[config.mk]
export PLATFORM = sky130hd
export DESIGN_NAME = multicycle_ctrl_flat
export DESIGN_NICKNAME = d
export VERILOG_FILES = /design/src/rtl/mc_pkg.sv /design/src/rtl/mc_if.sv /design/src/rtl/mc_outdec.sv /design/src/rtl/multicycle_ctrl.sv /design/src/flat_wrapper.sv
export SDC_FILE = /design/constraint.sdc
export NUM_CORES = 1
export LEC_CHECK = 0
export BUFFER_PORTS_ARGS = -buffer_cell sky130_fd_sc_hd__buf_4
export CORE_ASPECT_RATIO = 1.2
export CORE_MARGIN = 10
export CORE_UTILIZATION = 30
export CTS_CLUSTER_SIZE = 25
export DETAILED_ROUTE_END_ITERATION = 7
export MAX_ROUTING_LAYER = met4
export PLACE_DENSITY = 0.71
export SLEW_MARGIN = 10
export SYNTH_ARGS = -nofsm -noshare
export SYNTH_HDL_FRONTEND = slang
export SYNTH_SLANG_ARGS = --single-unit
[constraint.sdc]
create_clock -name clk -period 1.95 [get_ports clk]
set_input_delay 0 -clock clk [delete_from_list [all_inputs] [get_ports clk]]
set_output_delay 0 -clock clk [all_outputs]
set_load 0.005 [all_outputs]
[src/rtl/mc_pkg.sv]
// Shared encodings for the multicycle controller: state codes, ALU op classes,
// PC/ALU-B select values, opcode constants and the packed strobe bundle.
package mc_pkg;

   typedef enum logic [3:0] {
      ST_FETCH  = 4'd0,
      ST_DECODE = 4'd1,
      ST_MEMADR = 4'd2,
      ST_MEMRD  = 4'd3,
      ST_MEMWB  = 4'd4,
      ST_MEMWR  = 4'd5,
      ST_EXEC   = 4'd6,
      ST_RWB    = 4'd7,
      ST_BRANCH = 4'd8,
      ST_JUMP   = 4'd9,
      ST_IEXEC  = 4'd10,
      ST_IWB    = 4'd11
   } state_e;

   typedef enum logic [1:0] {
      ALU_ADD  = 2'd0,
      ALU_SUB  = 2'd1,
      ALU_FUNC = 2'd2,
      ALU_OR   = 2'd3
   } aluop_e;

   localparam logic [1:0] PC_ALU    = 2'd0;
   localparam logic [1:0] PC_ALUOUT = 2'd1;
   localparam logic [1:0] PC_JUMP   = 2'd2;

   localparam logic [1:0] SRCB_REG    = 2'd0;
   localparam logic [1:0] SRCB_FOUR   = 2'd1;
   localparam logic [1:0] SRCB_IMM    = 2'd2;
   localparam logic [1:0] SRCB_IMM_SH = 2'd3;

   localparam logic [5:0] OP_RTYPE = 6'b000000;
   localparam logic [5:0] OP_LW    = 6'b100011;
   localparam logic [5:0] OP_SW    = 6'b101011;
   localparam logic [5:0] OP_BEQ   = 6'b000100;
   localparam logic [5:0] OP_BNE   = 6'b000101;
   localparam logic [5:0] OP_J     = 6'b000010;
   localparam logic [5:0] OP_ADDI  = 6'b001000;
   localparam logic [5:0] OP_ORI   = 6'b001101;

   typedef struct packed {
      logic       pc_wr;
      logic       pc_wr_cond;
      logic       ior_d;
      logic       mem_rd;
      logic       mem_wr;
      logic       ir_wr;
      logic       mem_to_reg;
      logic       reg_dst;
      logic       reg_wr;
      logic       alu_src_a;
      logic [1:0] alu_src_b;
      aluop_e     alu_op;
      logic [1:0] pc_src;
      logic       ext_op;
      logic       illegal;
   } ctrl_t;

   function automatic logic op_legal(input logic [5:0] op);
      logic ok;
      case (op)
         OP_RTYPE, OP_LW, OP_SW, OP_BEQ, OP_BNE, OP_J, OP_ADDI, OP_ORI: ok = 1'b1;
         default: ok = 1'b0;
      endcase
      return ok;
   endfunction

endpackage

[src/rtl/mc_if.sv]
// Instruction-field inputs and datapath control outputs of the multicycle controller.
interface mc_if;
   logic [5:0] op;
   logic [5:0] fun;
   logic       zero;
   logic       mem_ready;
   logic       PCWr, PCWrCond, IorD, MemRd, MenWr, IRWr, MentoReg, RegDst, RegWr, ALUSrcA;
   logic [1:0] ALUSrcB;
   logic [1:0] ALUop;
   logic [1:0] PCSrc;
   logic       Extop;
   logic       illegal;
   logic [3:0] state;

   modport slave (
      input  op, fun, zero, mem_ready,
      output PCWr, PCWrCond, IorD, MemRd, MenWr, IRWr, MentoReg, RegDst, RegWr, ALUSrcA,
             ALUSrcB, ALUop, PCSrc, Extop, illegal, state
   );

   modport master (
      output op, fun, zero, mem_ready,
      input  PCWr, PCWrCond, IorD, MemRd, MenWr, IRWr, MentoReg, RegDst, RegWr, ALUSrcA,
             ALUSrcB, ALUop, PCSrc, Extop, illegal, state
   );
endinterface

[src/rtl/mc_outdec.sv]
// Moore output decode: state (plus op in DECODE/IEXEC) to datapath strobes.
// Only FETCH looks at the memory-ready qualifier, for PCWr and IRWr.
module mc_outdec
   import mc_pkg::*;
(
   input  state_e     state,
   input  logic [5:0] op,
   input  logic       ready,
   output ctrl_t      ctrl
);

   // Strobe decode; everything not set for a state stays 0.
   always_comb begin
      ctrl = '0;
      case (state)
         ST_FETCH: begin
            ctrl.mem_rd    = 1'b1;
            ctrl.alu_src_b = SRCB_FOUR;
            ctrl.alu_op    = ALU_ADD;
            ctrl.pc_src    = PC_ALU;
            ctrl.ir_wr     = ready;
            ctrl.pc_wr     = ready;
         end
         ST_DECODE: begin
            ctrl.alu_src_b = SRCB_IMM_SH;
            ctrl.alu_op    = ALU_ADD;
            ctrl.illegal   = ~op_legal(op);
         end
         ST_MEMADR: begin
            ctrl.alu_src_a = 1'b1;
            ctrl.alu_src_b = SRCB_IMM;
            ctrl.alu_op    = ALU_ADD;
            ctrl.ext_op    = 1'b1;
         end
         ST_MEMRD: begin
            ctrl.mem_rd = 1'b1;
            ctrl.ior_d  = 1'b1;
         end
         ST_MEMWB: begin
            ctrl.reg_wr     = 1'b1;
            ctrl.mem_to_reg = 1'b1;
         end
         ST_MEMWR: begin
            ctrl.mem_wr = 1'b1;
            ctrl.ior_d  = 1'b1;
         end
         ST_EXEC: begin
            ctrl.alu_src_a = 1'b1;
            ctrl.alu_src_b = SRCB_REG;
            ctrl.alu_op    = ALU_FUNC;
         end
         ST_RWB: begin
            ctrl.reg_wr  = 1'b1;
            ctrl.reg_dst = 1'b1;
         end
         ST_BRANCH: begin
            ctrl.alu_src_a  = 1'b1;
            ctrl.alu_src_b  = SRCB_REG;
            ctrl.alu_op     = ALU_SUB;
            ctrl.pc_src     = PC_ALUOUT;
            ctrl.pc_wr_cond = 1'b1;
         end
         ST_JUMP: begin
            ctrl.pc_wr  = 1'b1;
            ctrl.pc_src = PC_JUMP;
         end
         ST_IEXEC: begin
            ctrl.alu_src_a = 1'b1;
            ctrl.alu_src_b = SRCB_IMM;
            // ori zero-extends and ORs; addi (and anything else) sign-extends and adds
            if (op == OP_ORI) begin
               ctrl.alu_op = ALU_OR;
               ctrl.ext_op = 1'b0;
            end else begin
               ctrl.alu_op = ALU_ADD;
               ctrl.ext_op = 1'b1;
            end
         end
         ST_IWB: begin
            ctrl.reg_wr = 1'b1;
         end
         default: ctrl = '0;
      endcase
   end

endmodule

[src/rtl/multicycle_ctrl.sv]
// Multicycle MIPS-style control FSM: next-state logic and state register.
// Build option MC_MEM_WAIT_EN: when defined, mem_ready stalls FETCH/MEMRD/MEMWR.
module multicycle_ctrl
   import mc_pkg::*;
(
   input logic clk,
   input logic rst,
   mc_if.slave bus
);

   state_e state_q;
   state_e state_d;
   logic   ready_s;
   ctrl_t  ctrl_s;
   logic   unused_s;

`ifdef MC_MEM_WAIT_EN
   assign ready_s = bus.mem_ready;
`else
   assign ready_s = 1'b1;
`endif

   // fun and zero are consumed by the datapath, not by this FSM
   assign unused_s = ^{bus.fun, bus.zero};

   // Next-state selection.
   always_comb begin
      state_d = ST_FETCH;
      case (state_q)
         ST_FETCH: begin
            if (ready_s) state_d = ST_DECODE;
            else         state_d = ST_FETCH;
         end
         ST_DECODE: begin
            case (bus.op)
               OP_RTYPE:        state_d = ST_EXEC;
               OP_LW, OP_SW:    state_d = ST_MEMADR;
               OP_BEQ, OP_BNE:  state_d = ST_BRANCH;
               OP_J:            state_d = ST_JUMP;
               OP_ADDI, OP_ORI: state_d = ST_IEXEC;
               default:         state_d = ST_FETCH;
            endcase
         end
         ST_MEMADR: begin
            if (bus.op == OP_SW) state_d = ST_MEMWR;
            else                 state_d = ST_MEMRD;
         end
         ST_MEMRD: begin
            if (ready_s) state_d = ST_MEMWB;
            else         state_d = ST_MEMRD;
         end
         ST_MEMWR: begin
            if (ready_s) state_d = ST_FETCH;
            else         state_d = ST_MEMWR;
         end
         ST_EXEC:  state_d = ST_RWB;
         ST_IEXEC: state_d = ST_IWB;
         ST_MEMWB, ST_RWB, ST_BRANCH, ST_JUMP, ST_IWB: state_d = ST_FETCH;
         default:  state_d = ST_FETCH;
      endcase
   end

   // State register with synchronous reset.
   always_ff @(posedge clk) begin
      if (rst) state_q <= ST_FETCH;
      else     state_q <= state_d;
   end

   mc_outdec u_outdec (
      .state (state_q),
      .op    (bus.op),
      .ready (ready_s),
      .ctrl  (ctrl_s)
   );

   assign bus.PCWr     = ctrl_s.pc_wr;
   assign bus.PCWrCond = ctrl_s.pc_wr_cond;
   assign bus.IorD     = ctrl_s.ior_d;
   assign bus.MemRd    = ctrl_s.mem_rd;
   assign bus.MenWr    = ctrl_s.mem_wr;
   assign bus.IRWr     = ctrl_s.ir_wr;
   assign bus.MentoReg = ctrl_s.mem_to_reg;
   assign bus.RegDst   = ctrl_s.reg_dst;
   assign bus.RegWr    = ctrl_s.reg_wr;
   assign bus.ALUSrcA  = ctrl_s.alu_src_a;
   assign bus.ALUSrcB  = ctrl_s.alu_src_b;
   assign bus.ALUop    = ctrl_s.alu_op;
   assign bus.PCSrc    = ctrl_s.pc_src;
   assign bus.Extop    = ctrl_s.ext_op;
   // reset suppresses the illegal pulse even while sitting in DECODE
   assign bus.illegal  = ctrl_s.illegal & ~rst;
   assign bus.state    = state_q;

endmodule

[src/flat_wrapper.sv]
// flat-port wrapper written by rule: the top's interface ports become plain ports
module multicycle_ctrl_flat import mc_pkg::*;
  (clk, rst, bus_op, bus_fun, bus_zero, bus_mem_ready, bus_PCWr, bus_PCWrCond, bus_IorD, bus_MemRd, bus_MenWr, bus_IRWr, bus_MentoReg, bus_RegDst, bus_RegWr, bus_ALUSrcA, bus_ALUSrcB, bus_ALUop, bus_PCSrc, bus_Extop, bus_illegal, bus_state);
  mc_if bus_i ();
  input logic clk;
  input logic rst;
  input wire logic [$bits(bus_i.op)-1:0] bus_op;
  input wire logic [$bits(bus_i.fun)-1:0] bus_fun;
  input wire logic [$bits(bus_i.zero)-1:0] bus_zero;
  input wire logic [$bits(bus_i.mem_ready)-1:0] bus_mem_ready;
  output wire logic [$bits(bus_i.PCWr)-1:0] bus_PCWr;
  output wire logic [$bits(bus_i.PCWrCond)-1:0] bus_PCWrCond;
  output wire logic [$bits(bus_i.IorD)-1:0] bus_IorD;
  output wire logic [$bits(bus_i.MemRd)-1:0] bus_MemRd;
  output wire logic [$bits(bus_i.MenWr)-1:0] bus_MenWr;
  output wire logic [$bits(bus_i.IRWr)-1:0] bus_IRWr;
  output wire logic [$bits(bus_i.MentoReg)-1:0] bus_MentoReg;
  output wire logic [$bits(bus_i.RegDst)-1:0] bus_RegDst;
  output wire logic [$bits(bus_i.RegWr)-1:0] bus_RegWr;
  output wire logic [$bits(bus_i.ALUSrcA)-1:0] bus_ALUSrcA;
  output wire logic [$bits(bus_i.ALUSrcB)-1:0] bus_ALUSrcB;
  output wire logic [$bits(bus_i.ALUop)-1:0] bus_ALUop;
  output wire logic [$bits(bus_i.PCSrc)-1:0] bus_PCSrc;
  output wire logic [$bits(bus_i.Extop)-1:0] bus_Extop;
  output wire logic [$bits(bus_i.illegal)-1:0] bus_illegal;
  output wire logic [$bits(bus_i.state)-1:0] bus_state;
  assign bus_i.op = bus_op;
  assign bus_i.fun = bus_fun;
  assign bus_i.zero = bus_zero;
  assign bus_i.mem_ready = bus_mem_ready;
  assign bus_PCWr = bus_i.PCWr;
  assign bus_PCWrCond = bus_i.PCWrCond;
  assign bus_IorD = bus_i.IorD;
  assign bus_MemRd = bus_i.MemRd;
  assign bus_MenWr = bus_i.MenWr;
  assign bus_IRWr = bus_i.IRWr;
  assign bus_MentoReg = bus_i.MentoReg;
  assign bus_RegDst = bus_i.RegDst;
  assign bus_RegWr = bus_i.RegWr;
  assign bus_ALUSrcA = bus_i.ALUSrcA;
  assign bus_ALUSrcB = bus_i.ALUSrcB;
  assign bus_ALUop = bus_i.ALUop;
  assign bus_PCSrc = bus_i.PCSrc;
  assign bus_Extop = bus_i.Extop;
  assign bus_illegal = bus_i.illegal;
  assign bus_state = bus_i.state;
  multicycle_ctrl u_core (.clk(clk), .rst(rst), .bus(bus_i));
endmodule
== Word-level counts from Yosys, hierarchy flattened ==
Cells that the tools add are included.

* Equality and inequality tests: 18
* Muxes and demuxes: 21
* Bitwise gates (word level): 3
* Reductions and logical operators: 11

{| class="wikitable"
|+ Operators by type and width
! kind !! count
|-
| $pmux 4 s6 || 2
|-
| $pmux 4 s5 || 1
|-
| $eq 4x3->1 const B || 4
|-
| $eq 4x4->1 const B || 4
|-
| $mux 1 || 14
|-
| $eq 6x3->1 const B || 2
|-
| $eq 6x4->1 const B || 2
|-
| $eq 6x6->1 const B || 2
|-
| $reduce_or 2->1 || 6
|-
| $eq 4x2->1 const B || 2
|-
| $reduce_or 8->1 || 1
|-
| $eq 6x2->1 const B || 1
|-
| $logic_not 6->1 || 1
|-
| $eq 4x1->1 const B || 1
|-
| $logic_not 4->1 || 1
|-
| $pmux 2 s2 || 1
|-
| $reduce_or 4->1 || 1
|-
| $mux 3 || 1
|-
| $reduce_or 3->1 || 1
|-
| $mux 2 || 1
|-
| $not 1->1 || 2
|-
| $pmux 1 s2 || 1
|-
| $and 1x1->1 || 1
|}

* Flip-flop bits (word level): 4
* Input bits: 16
* Output and inout bits: 22
* Logic and storage cells: 54

== Logic depth before layout (Yosys ltp) ==
Gate-level depths: netlist of run 1.

* Depth after elaboration: 7
* Mapped depth: 5
* Depth with buffers taken out: 4

== Cells and area by module ==
Synthesis of run 1 repeated with hierarchy kept, for this count alone.

* Cells, all modules: 84
* Area total of the unflattened synthesis: 628.1 um2

{| class="wikitable"
|+ By module, submodules not included
! module !! instances !! cells an instance !! area each (um2) !! seq. area each (um2)
|-
| mc_outdec || 1 || 46 || 320.3 || 0.0
|-
| multicycle_ctrl || 1 || 38 || 307.8 || 80.1
|}

== Least setup slack after synthesis of run 1 ==
Ideal clock, no wire load.

* Kind: register to register
* Start point: reg u_core.state_q[2], in the netlist u_core.bus.state[2]
* End point: reg u_core.state_q[2], in the netlist u_core.bus.state[2]
* Setup time: 0.070 ns
* Data arrival time: 1.180 ns
* Data required time: 1.880 ns
* Slack: 0.700 ns
* Stages on the path, launching flop included: 5
* Path buffers: 0
* Cells stage by stage: dfxtp_1 > nor2_1 > nand3_1 > or4_1 > a21boi_1

* Word-level cells in the longest chain between the ends: 2

{| class="wikitable"
|+ Ends and longest elaborated chain
! element !! RTL line !! RTL
|-
| start, declared || multicycle_ctrl.sv:11 || <nowiki>state_e state_q;</nowiki>
|-
| start signal, assigned || multicycle_ctrl.sv:66 || <nowiki>else state_q <= state_d;</nowiki>
|-
| $eq 4x4->1 (tied with other cells) || multicycle_ctrl.sv:29 || <nowiki>case (state_q)</nowiki>
|-
| $pmux 4 s6 * || multicycle_ctrl.sv:29 ||
|}

Every way passes the cells marked *; elsewhere a longest branch is shown, timed or not.
A chain may end at the register's enable or synchronous reset.

== Worst setup path after layout of run 1 ==
* Start point: reg u_core.state_q[3], in the netlist u_core.bus.state[3]
* End point: out bus_RegWr

* Word-level cells in the longest chain between the ends: 3

{| class="wikitable"
|+ Ends and longest elaborated chain
! element !! RTL line !! RTL
|-
| $eq 4x4->1 / $eq 4x3->1 (equally long branches) || mc_outdec.sv:15 || <nowiki>case (state)</nowiki>
|-
| $reduce_or 3->1 (no line) * || n/a ||
|-
| $mux 1 * || mc_outdec.sv:15 ||
|-
| end, declared || flat_wrapper.sv:19 || <nowiki>output wire logic [$bits(bus_i.RegWr)-1:0] bus_RegWr;</nowiki>
|}

Marks and branches as above.

==> results by group, run 1 <==
Status
  – Status: completed

Power and ir drop
  – Leak: 0.3329 nW
  – Flop pwr share: 32.6%
  – Pint: 0.2034 mW
  – Net switching power: 0.08681 mW
  – Clk pwr share: 37.0%
  – Peak supply drop: 234.2 µV
  – Comb pwr share: 30.4%
  – PwrDens: 376.0 nW/µm²
  – Sw Ratio: 29.91%

Drt
  – WL per Instance: 13.62 µm
  – Starting DRT DRC Count: 5
  – Vias per cell: 5.288
  – Pre-Repair DR Iteration Count: 4
  – WL final: 1703 µm
  – Drt drc: 0
  – DR vias: 661
  – Post-route ant nets: 0

Clock tree
  – Hold_buf cts: 1
  – Postcts setup bufs: 0
  – TritonCTS clock tree: yes
  – Root Buffer: clkbuf_4
  – CTS Buffer Depth: 2
  – # H-tree levels: 1
  – Num CTS Buffers: 3
  – Post-cts resize count: 0
  – CTS sink cnt: 4
  – Clk Latency, worst-skew pair: 240 ps
  – Reg clk slew, reported paths: 40 ps

Floorplanning
  – # rows: 16
  – Die W: 57.52 µm
  – Die area: 3740 µm²
  – Initial Util: 31.25%
  – Die height: 65.02 µm
  – IO Pins: 38
  – Core ar.: 1622 µm²

Timing
  – Final hold violations: 0
  – Worst Clk Skew: 2.815 ps
  – Minimum clock period: 1627 ps
  – Worst Tran Pin Value: 518.3 ps
  – Max-Slew Margin vs Limit: 65.40%
  – RSZ-0062 raised after global routing: no
  – Final setup violation count: 0
  – Achievable Freq: 614.5 MHz
  – Sum Neg Setup Slack: 0 ps
  – Fin crit share: 83.45%
  – Final slew viol count: 0

Min path
  – Hold_sp: bus_op[1]
  – Hold Crit Endpoint: u_core.bus.state[2]$_SDFF_PP0_
  – Hold Path Stages: 3
  – Min-delay worst type: primary input to register

Synth
  – Count of cell types in the netlist: 31
  – Mux cell area share after synthesis: 0%
  – Synth Area in XOR/XNOR: 3.457%
  – Combinational family with the most area after synthesis: simple AND/OR/NAND/NOR gates
  – Sequential-to-total area share from yosys stat: 15.80%
  – Simple-gate share of the synthesized area: 48.89%
  – Top FF cell, synth: dfxtp_1
  – Mapped Area: 506.7 µm²
  – Post-synthesis adder-cell area fraction: 1.975%
  – Synth top area share: 15.80%
  – Post-synth EDFFs: 0
  – Syn avg cell area: 6.581 µm²
  – Mapped Cells: 77
  – Post-synth top area cell: dfxtp_1
  – Top post-synthesis cells by area: dfxtp_1 (16%), nand2b_1 (7.4%), a21oi_1 (6.9%), nor2_1 (6.7%), nor4_1 (6.2%)
  – Ys Warns: 0
  – Syn nets: 93
  – Yosys reg bits: 4
  – Async SR Flop Fraction: 0%
  – Synth Area in Compound Gates: 23.21%

Cells and area
  – Nets: 125
  – Ratio of cells with drive above 1 in the final layout: 35.51%
  – Number of fill cells in the layout: 183
  – Post-layout util: 47.61%
  – Largest register FFs: 4
  – ANT cells: 0
  – Area growth syn-to-layout: 52.35%

Setup path
  – WS Path Type: register to output port
  – Critical path startpoint: u_core.bus.state[3]$_SDFF_PP0_
  – Worst flop-to-flop path startpoint: u_core.bus.state[0]$_SDFF_PP0_
  – Crit path capture type: output port
  – FF-to-FF End: u_core.bus.state[2]$_SDFF_PP0_
  – Worst Path Required: 1950 ps
  – Worst EP arrival: 1630 ps
  – CP Max Fanout: 9
  – Worst Setup Start Kind: register
  – Reg2Reg Setup Slack: 390 ps
  – R2R depth: 3

GRT
  – Grt ovf: 0
  – First-pass GRT wire length: 2891 µm
  – Initial antenna violation count: 0
  – Largest net degree at the start of global routing: 17
  – GRT Overall Usage: 9.232%
  – Vias in the first global route: 643

Placed design
  – Port bufs: 29
  – GP Congestion: 0.7960
  – Post-DP HPWL: 1417 µm

Run
  – Max-Cap Viols: 0
==> metrics by stage <==
step                setup slack, ps  hold WS (ps)  total power [mW]  cells  cell area [µm²]
floorplan                     699.6         35.44            0.1339     77            506.7
global placement              470.4         199.6            0.1808    121            739.5
detailed placement            426.0         198.0            0.1830    121            739.5
CTS                           315.5         115.9            0.2935    125            772.0
global route                  193.1         135.1            0.3122    125            772.0
finish                        322.8         114.9            0.2903    125            772.0
==> worst max path at each step <==
stage | end | slack (ps) | cells past startpoint
global placement | u_core.bus.state[2]$_SDFF_PP0_ | 470 | 3
global route | bus_RegWr | 190 | 5
CTS | bus_RegWr | 320 | 5
floorplan | u_core.bus.state[2]$_SDFF_PP0_ | 700 | 4
detailed placement | u_core.bus.state[2]$_SDFF_PP0_ | 430 | 3
finish | bus_RegWr | 320 | 5
==> routing by layer <==
metal | part of all wire (%) | GRT usage (%)
met5 | 0 | -
met3 | 9.0 | 2.729
met2 | 42 | 13.84
met1 | 47 | 10.92
met4 | 2.1 | 4.412
==> cells in the mapped netlist, types with 2 or more instances <==
library cell	instances
xnor2_1	2
nand2_1	3
nor4_1	5
nor2b_1	2
nand2b_1	6
a21oi_1	7
nor3b_1	2
nand3_1	2
inv_1	3
dfxtp_1	4
nor3_1	6
a211oi_1	3
or2_2	3
nor2_1	9
clkbuf_1	4
==> kinds of logic after synthesis <==
family | count (synthesis)
xor gates and xnor gates | 2
AOI/OAI and AO/OA | 18
and+or+nand+nor | 44
buffers and inverters | 8
DFF | 4
adders and majority gates | 1
==> power by group through the flow <==
stage                     combinational, mW  clock (mW)  sequential [mW]
after global placement               0.0858           0           0.0951
final                                0.0882       0.108           0.0946
after CTS                            0.0895       0.110           0.0942
after floorplan                      0.0445           0           0.0895
after global routing                 0.0992       0.117           0.0958
after detailed placement             0.0875           0           0.0955
==> area by class of cell <==
class | instances | area, µm² | share of cell area [%]
Timing Repair Buffer | 32 | 242.7 | 31.44
Multi-Input combinational cell | 65 | 392.9 | 50.89
Sequential cell | 4 | 80.08 | 10.37
Tap cell | 18 | 22.52 | 2.917
Inverter | 3 | 11.26 | 1.459
Clock buffer | 3 | 22.52 | 2.917
==> worst max-delay path, cell delays in order, from the launching register on <==
cell and delay [ps]:
dfxtp_1 470, buf_4 200, nand2b_1 190, nor3_1 70
or2_2 310, buf_4 140
==> layout by cell type (no fill, tap or decap), types with 2 or more instances in the layout <==
cell type | Yosys | routed
nor4_1 | 5 | 5
dfxtp_1 | 4 | 4
clkbuf_4 | 0 | 3
xnor2_1 | 2 | 2
nand2b_1 | 6 | 6
nor3_1 | 6 | 6
nor2_1 | 9 | 9
nand3_1 | 2 | 2
nor2b_1 | 2 | 2
inv_1 | 3 | 3
a21oi_1 | 7 | 7
nor3b_1 | 2 | 2
or2_2 | 3 | 3
a211oi_1 | 3 | 3
nand2_1 | 3 | 3
buf_4 | 1 | 31
Note: power is estimated with default switching activity, not from simulation.
==> inputs of run 2 (changes only) <==
clock period = 1.7 ns   (was 1.95 ns; I/O delays follow)
==> run 2 against run 1 <==
Net effect: hold slack worse by 6.0 ps; core utilization is 0.46 points higher; routed wire length is 0.82% higher; combinational power is 29% higher; setup slack worse by 130 ps; non-clock buffer count is 1 higher; clock skew is 0.69 ps lower; register-to-register slack worse by 90 ps; largest power group unchanged.
==> results by group, run 2 (synthesized netlist as in run 1, its figures left out) <==
Cells and area
  – Area growth syn-to-layout: 53.83%
  – Leading cell type in the layout, fill and taps excluded: buf_4
  – Finished Layout Cells: 126 (+0.80%)
  – Ratio of cells with drive above 1 in the final layout: 36.11% (+0.60 points)
  – Number of fill cells in the layout: 168 (-8.2%)
  – Most frequent cells in the layout: buf_4 (32), nor2_1 (9), a21oi_1 (7)
  – Area of the multi-input gates: 392.9 µm² (unchanged)
  – ANT cells: 0 (unchanged)
  – Nets: 126 (+0.80%)
  – Flip-flop and latch area: 80.08 µm² (unchanged)
  – Largest register FFs: 4 (unchanged)
  – Post-layout util: 48.07% (+0.46 points)

Power and ir drop
  – Leak: 0.3380 nW (+1.5%)
  – Flop pwr share: 29.8% (-2.8 points)
  – PwrDens: 429.2 nW/µm² (+14%)
  – Sw Ratio: 29.47% (-0.43 points)
  – Final Power: 0.3346 mW (+15%)
  – Comb pwr share: 34.0% (+3.6 points)
  – Pint: 0.2360 mW (+16%)
  – Clk pwr share: 36.2% (-0.8 points)
  – Peak supply drop: 272.5 µV (+16%)
  – Net switching power: 0.09862 mW (+14%)

Floorplanning
  – Die area: 3740 µm² (unchanged)
  – Die W: 57.52 µm (unchanged)
  – # rows: 16 (unchanged)
  – IO Pins: 38 (unchanged)
  – Die height: 65.02 µm (unchanged)
  – Core ar.: 1622 µm² (unchanged)
  – Initial Util: 31.25% (unchanged)

Drt
  – Drt drc: 0 (unchanged)
  – WL final: 1717 µm (+0.82%)
  – WL per Instance: 13.63 µm (about the same)
  – WL met3: 159 µm (+3.9%)
  – Pre-Repair DR Iteration Count: 4 (unchanged)
  – Wire length on met2: 734 µm (+3.2%)
  – DR vias: 681 (+3.0%)
  – Metal1 wirelength: 793 µm (-1.1%)
  – Starting DRT DRC Count: 9 (+4)
  – Max Used Layer: met4
  – Vias per cell: 5.405 (+2.2%)
  – Post-route ant nets: 0 (unchanged)

Placed design
  – Post-DP HPWL: 1388 µm (-2.0%)
  – Dpl cells: 122 (+0.83%)
  – GP Congestion: 0.7882 (-0.98%)
  – Port bufs: 29 (unchanged)

Setup path
  – Worst EP arrival: 1510 ps (-120 ps)
  – Critical path startpoint: u_core.bus.state[1]$_SDFF_PP0_
  – Crit path capture type: output port
  – Worst path cell trace: nand2b_1, nor2_1, or2_2, buf_4
  – R2R depth: 4 (+1)
  – Reg2Reg Setup Slack: 300 ps (-90 ps)
  – CP Max Fanout: 12 (+3)
  – Worst flop-to-flop path startpoint: u_core.bus.state[1]$_SDFF_PP0_
  – Worst Path Required: 1700 ps (-250 ps)
  – Max stage delay on crit path: 560 ps (+90 ps)
  – WS Path Type: register to output port
  – Crit-path slowest cell: dfxtp_1
  – FF-to-FF End: u_core.bus.state[2]$_SDFF_PP0_
  – Critical Path Sink: bus_PCWr
  – Worst Setup Start Kind: register

Timing
  – Worst Clk Skew: 2.120 ps (-0.6949 ps)
  – RSZ-0062 raised after global routing: no
  – Hold WS: 108.9 ps (-5.990 ps)
  – Final hold violations: 0 (unchanged)
  – Achievable Freq: 662.1 MHz
  – Sum Neg Setup Slack: 0 ps (unchanged)
  – Final slew viol count: 0 (unchanged)
  – Worst Tran Pin Value: 548.9 ps (+30.61 ps)
  – Fin crit share: 88.85%
  – Final setup violation count: 0 (unchanged)
  – Max-Slew Margin vs Limit: 63.07% (-2.3 points)
  – Minimum clock period: 1510 ps

Clock tree
  – Num CTS Buffers: 3 (unchanged)
  – # H-tree levels: 1 (unchanged)
  – Clk Latency, worst-skew pair: 240 ps (about the same)
  – CTS sink cnt: 4 (unchanged)
  – Root Buffer: clkbuf_4
  – CTS Buffer Depth: 2 (unchanged)
  – TritonCTS clock tree: yes
  – Reg clk slew, reported paths: 40 ps (about the same)

GRT
  – Grt ovf: 0 (unchanged)
  – First-pass GRT wire length: 2856 µm (-1.2%)
  – Vias in the first global route: 647 (+0.62%)
  – Initial antenna violation count: 0 (unchanged)
  – Largest net degree at the start of global routing: 16 (-1)
  – GRT Overall Usage: 9.221% (-0.011 points)

Run
  – Max-Cap Viols: 0 (unchanged)

Status
  – Status: completed

Min path
  – Hold Path Stages: 3 (unchanged)
  – Min-delay worst type: primary input to register
-- run 2: worst min path at each step --
stage | startpoint | end | slack, ps
4_1_cts | bus_op[1] | u_core.bus.state[2]$_SDFF_PP0_ | 100
3_5_place_dp | rst | u_core.bus.state[3]$_SDFF_PP0_ | 200
2_1_floorplan | rst | bus_illegal | 40
6_report | bus_op[1] | u_core.bus.state[2]$_SDFF_PP0_ | 110
3_3_place_gp | rst | u_core.bus.state[3]$_SDFF_PP0_ | 200
5_1_grt | bus_op[1] | u_core.bus.state[2]$_SDFF_PP0_ | 120
-- run 2: layer usage --
metal	up-vias	global-route usage, %
met2	31	13.98
met3	4	3.314
met1	299	10.45
met4	0	4.412
li1	347	-
met5	-	-
-- run 2: power groups by stage --
stage                     logic [mW]  registers [mW]  clock network, mW
after floorplan               0.0510           0.103                  0
after global placement         0.109           0.101                  0
after detailed placement       0.112           0.101                  0
after CTS                      0.114          0.0999              0.123
after global routing           0.126           0.100              0.134
final                          0.114          0.0998              0.121
-- run 2: area by class of cell --
cell class / instances / area share [%]
timing repair buffer: 33 / 32.10
tap: 18 / 2.889
sequential: 4 / 10.27
inverter: 3 / 1.445
multi-input combinational: 65 / 50.40
clock buffer: 3 / 2.889
-- run 2: critical path, delay by kind of cell, from the launching register on --
family | cells | cell delay, ps
flops | 1 | 560
buf+inv | 1 | 140
simple gates | 3 | 580
-- run 2: repair_timing --
action	4_1_cts	5_1_grt
hold buffers	1	0
gates resized for setup	0	0
buffers inserted	0	0
hold endpoints to repair	1	0
-- run 2: per-stage QoR --
stage | worst slack [ps] | area (µm²)
2_1_floorplan | 449.6 | 506.7
3_3_place_gp | 325.2 | 747.0
3_5_place_dp | 324.7 | 747.0
4_1_cts | 181.3 | 779.5
5_1_grt | 66.90 | 779.5
6_report | 189.6 | 779.5
==> inputs of run 3 (changes only) <==
PLACE_DENSITY = 0.73   (was 0.71)
clock period = 1.2 ns   (was 1.7 ns; I/O delays follow)
==> run 3 against run 2 <==
Net effect: the flow now finishes with violations (setup timing); die area unchanged; first-iteration DRC count down 78%; sequential power up 41%; setup slack worse by 290 ps; flip-flop and latch count unchanged; combinational power up 93%; cell count up 13%; clock power up 43%; routed wire length up 27%; hold slack worse by 17 ps; critical path type unchanged; highest routed layer unchanged.
==> results by group, run 3 (synthesized netlist as in run 1, its figures left out) <==
Setup path
  – Worst Setup Start Kind: register
  – Crit path capture type: output port
  – Largest delay share family, worst path: simple AND/OR/NAND/NOR gates
  – Crit-path slowest cell: dfxtp_4
  – Buf/Inv on CP: 2 (+1)
  – Worst Path Required: 1200 ps (-500 ps)
  – Max stage delay on crit path: 350 ps (-210 ps)
  – WS Path Type: register to output port
  – Worst path cell trace: buf_6, nand2b_4, nor2_2, or2_2, buf_4
  – Worst EP arrival: 1300 ps (-210 ps)
  – CP Max Fanout: 5 (-7)

Timing
  – Final hold violations: 0 (unchanged)
  – Max-Slew Margin vs Limit: 80.34% (+17 points)
  – Worst Tran Pin Value: 292.7 ps (-256.2 ps)
  – Final slew viol count: 0 (unchanged)
  – Achievable Freq: 771.4 MHz
  – Worst setup margin: -96.31 ps (-285.9 ps)
  – Hold WS: 92.34 ps (-16.53 ps)
  – Fin crit share: 108.0%
  – Worst Clk Skew: 9.397 ps (+7.277 ps)
  – Minimum clock period: 1296 ps
  – RSZ-0062 raised after global routing: yes
  – Sum Neg Setup Slack: -333.4 ps (-333.4 ps)
  – Final setup violation count: 6 (+6)

Cells and area
  – Largest register FFs: 4 (unchanged)
  – Nets: 143 (+13%)
  – ANT cells: 0 (unchanged)
  – Area growth syn-to-layout: 109.6%
  – Ratio of cells with drive above 1 in the final layout: 62.40% (+26 points)
  – Post-layout util: 65.51% (+17 points)
  – Leading cell type in the layout, fill and taps excluded: buf_4
  – Finished Layout Cells: 143 (+13%)
  – Most frequent cells in the layout: buf_4 (42), buf_6 (7), a21oi_1 (6)

Floorplanning
  – Die area: 3740 µm² (unchanged)
  – IO Pins: 38 (unchanged)
  – Initial Util: 31.25% (unchanged)
  – # rows: 16 (unchanged)
  – Core ar.: 1622 µm² (unchanged)
  – Die W: 57.52 µm (unchanged)
  – Die height: 65.02 µm (unchanged)

Placed design
  – Post-DP HPWL: 1616 µm (+16%)
  – Port bufs: 29 (unchanged)
  – GP Congestion: 0.8080 (+2.5%)
  – Dpl cells: 135 (+11%)

Drt
  – DR vias: 766 (+12%)
  – Vias per cell: 5.357 (-0.89%)
  – Drt drc: 0 (unchanged)
  – Pre-Repair DR Iteration Count: 4 (unchanged)
  – WL per Instance: 15.24 µm (+12%)
  – Post-route ant nets: 0 (unchanged)
  – WL final: 2180 µm (+27%)
  – Starting DRT DRC Count: 2 (-7)

Status
  – Violated checks: setup timing
  – Status: finished with violations

Clock tree
  – Root Buffer: clkbuf_4
  – CTS sink cnt: 4 (unchanged)
  – CTS Buffer Depth: 2 (unchanged)
  – Num CTS Buffers: 3 (unchanged)
  – # H-tree levels: 1 (unchanged)
  – TritonCTS clock tree: yes
  – Clk Latency, worst-skew pair: 240 ps (about the same)
  – Reg clk slew, reported paths: 40 ps (about the same)

Power and ir drop
  – Final Power: 0.5344 mW (+60%)
  – Leak: 0.4608 nW (+36%)
  – Peak supply drop: 355.6 µV (+31%)
  – PwrDens: 503.1 nW/µm² (+17%)

Run
  – Max-Cap Viols: 0 (unchanged)

GRT
  – Largest net degree at the start of global routing: 12 (-4)
  – GRT Overall Usage: 10.63% (+1.4 points)
  – Initial antenna violation count: 0 (unchanged)
  – First-pass GRT wire length: 3243 µm (+14%)
  – Grt ovf: 0 (unchanged)
  – Vias in the first global route: 780 (+21%)

Min path
  – Min-delay worst type: primary input to register
-- run 3: where the power goes --
part	leakage [nW]	switching [mW]	internal (mW)	total, mW
Combinational	0.412	0.0988	0.121	0.220
Clock	0.0138	0.0606	0.112	0.173
Sequential	0.0349	0.00677	0.135	0.141
Total	0.461	0.166	0.368	0.534
-- run 3: path summary, 6_finish.rpt --
kind	startpoint	to	slack, ps	cells after the start
worst max register to register	u_core.bus.state[2]$_SDFF_PP0_	u_core.bus.state[2]$_SDFF_PP0_	0	4
worst max-delay path	u_core.bus.state[3]$_SDFF_PP0_	bus_PCWr	-100	5
worst min-delay path	bus_op[1]	u_core.bus.state[2]$_SDFF_PP0_	90	3
worst min register to register	u_core.bus.state[0]$_SDFF_PP0_	u_core.bus.state[2]$_SDFF_PP0_	630	3
-- run 3: what timing repair did --
| action | 4_1_cts | 5_1_grt |
|---|---|---|
| resized for setup | 15 | 20 |
| hold buffers | 1 | 0 |
| pin swaps | 0 | 6 |
| endpoints found under the hold margin | 1 | 0 |
| gates cloned | 0 | 0 |
| endpoints found under the setup margin | 16 | 16 |
| buffers inserted | 3 | 1 |
-- run 3: area by class of cell --
type | instances | area, µm²
clock buffers | 3 | 22.52
fillers | 142 | 559.3
inverters | 3 | 11.26
multi-input cells | 65 | 511.7
flip-flops and latches | 4 | 90.09
well taps | 18 | 22.52
repair buffers | 50 | 404.1
-- run 3: metal layers --
layer  GRT usage (%)  vias up  routed length, µm
li1                -      381                  -
met1           9.617      349                832
met2           19.49       32               1158
met3           3.119        4                166
met4           5.294        0                 23
met5               -        -                  0
-- run 3: stage by stage --
stage / instance area, µm² / setup WS (ps)
finish: 1062 / -96.31
global route: 1062 / -145.3
floorplan: 518.0 / 16.12
global placement: 853.3 / 6.763
detailed placement: 853.3 / -29.60
CTS: 972.2 / -109.3
-- run 3: worst reg2reg max path, cell delays in order (launching register included) --
cell	delay, ps
dfxtp_4	360
nor2_4	120
nand3_2	90
or4_1	400
a21boi_1	150
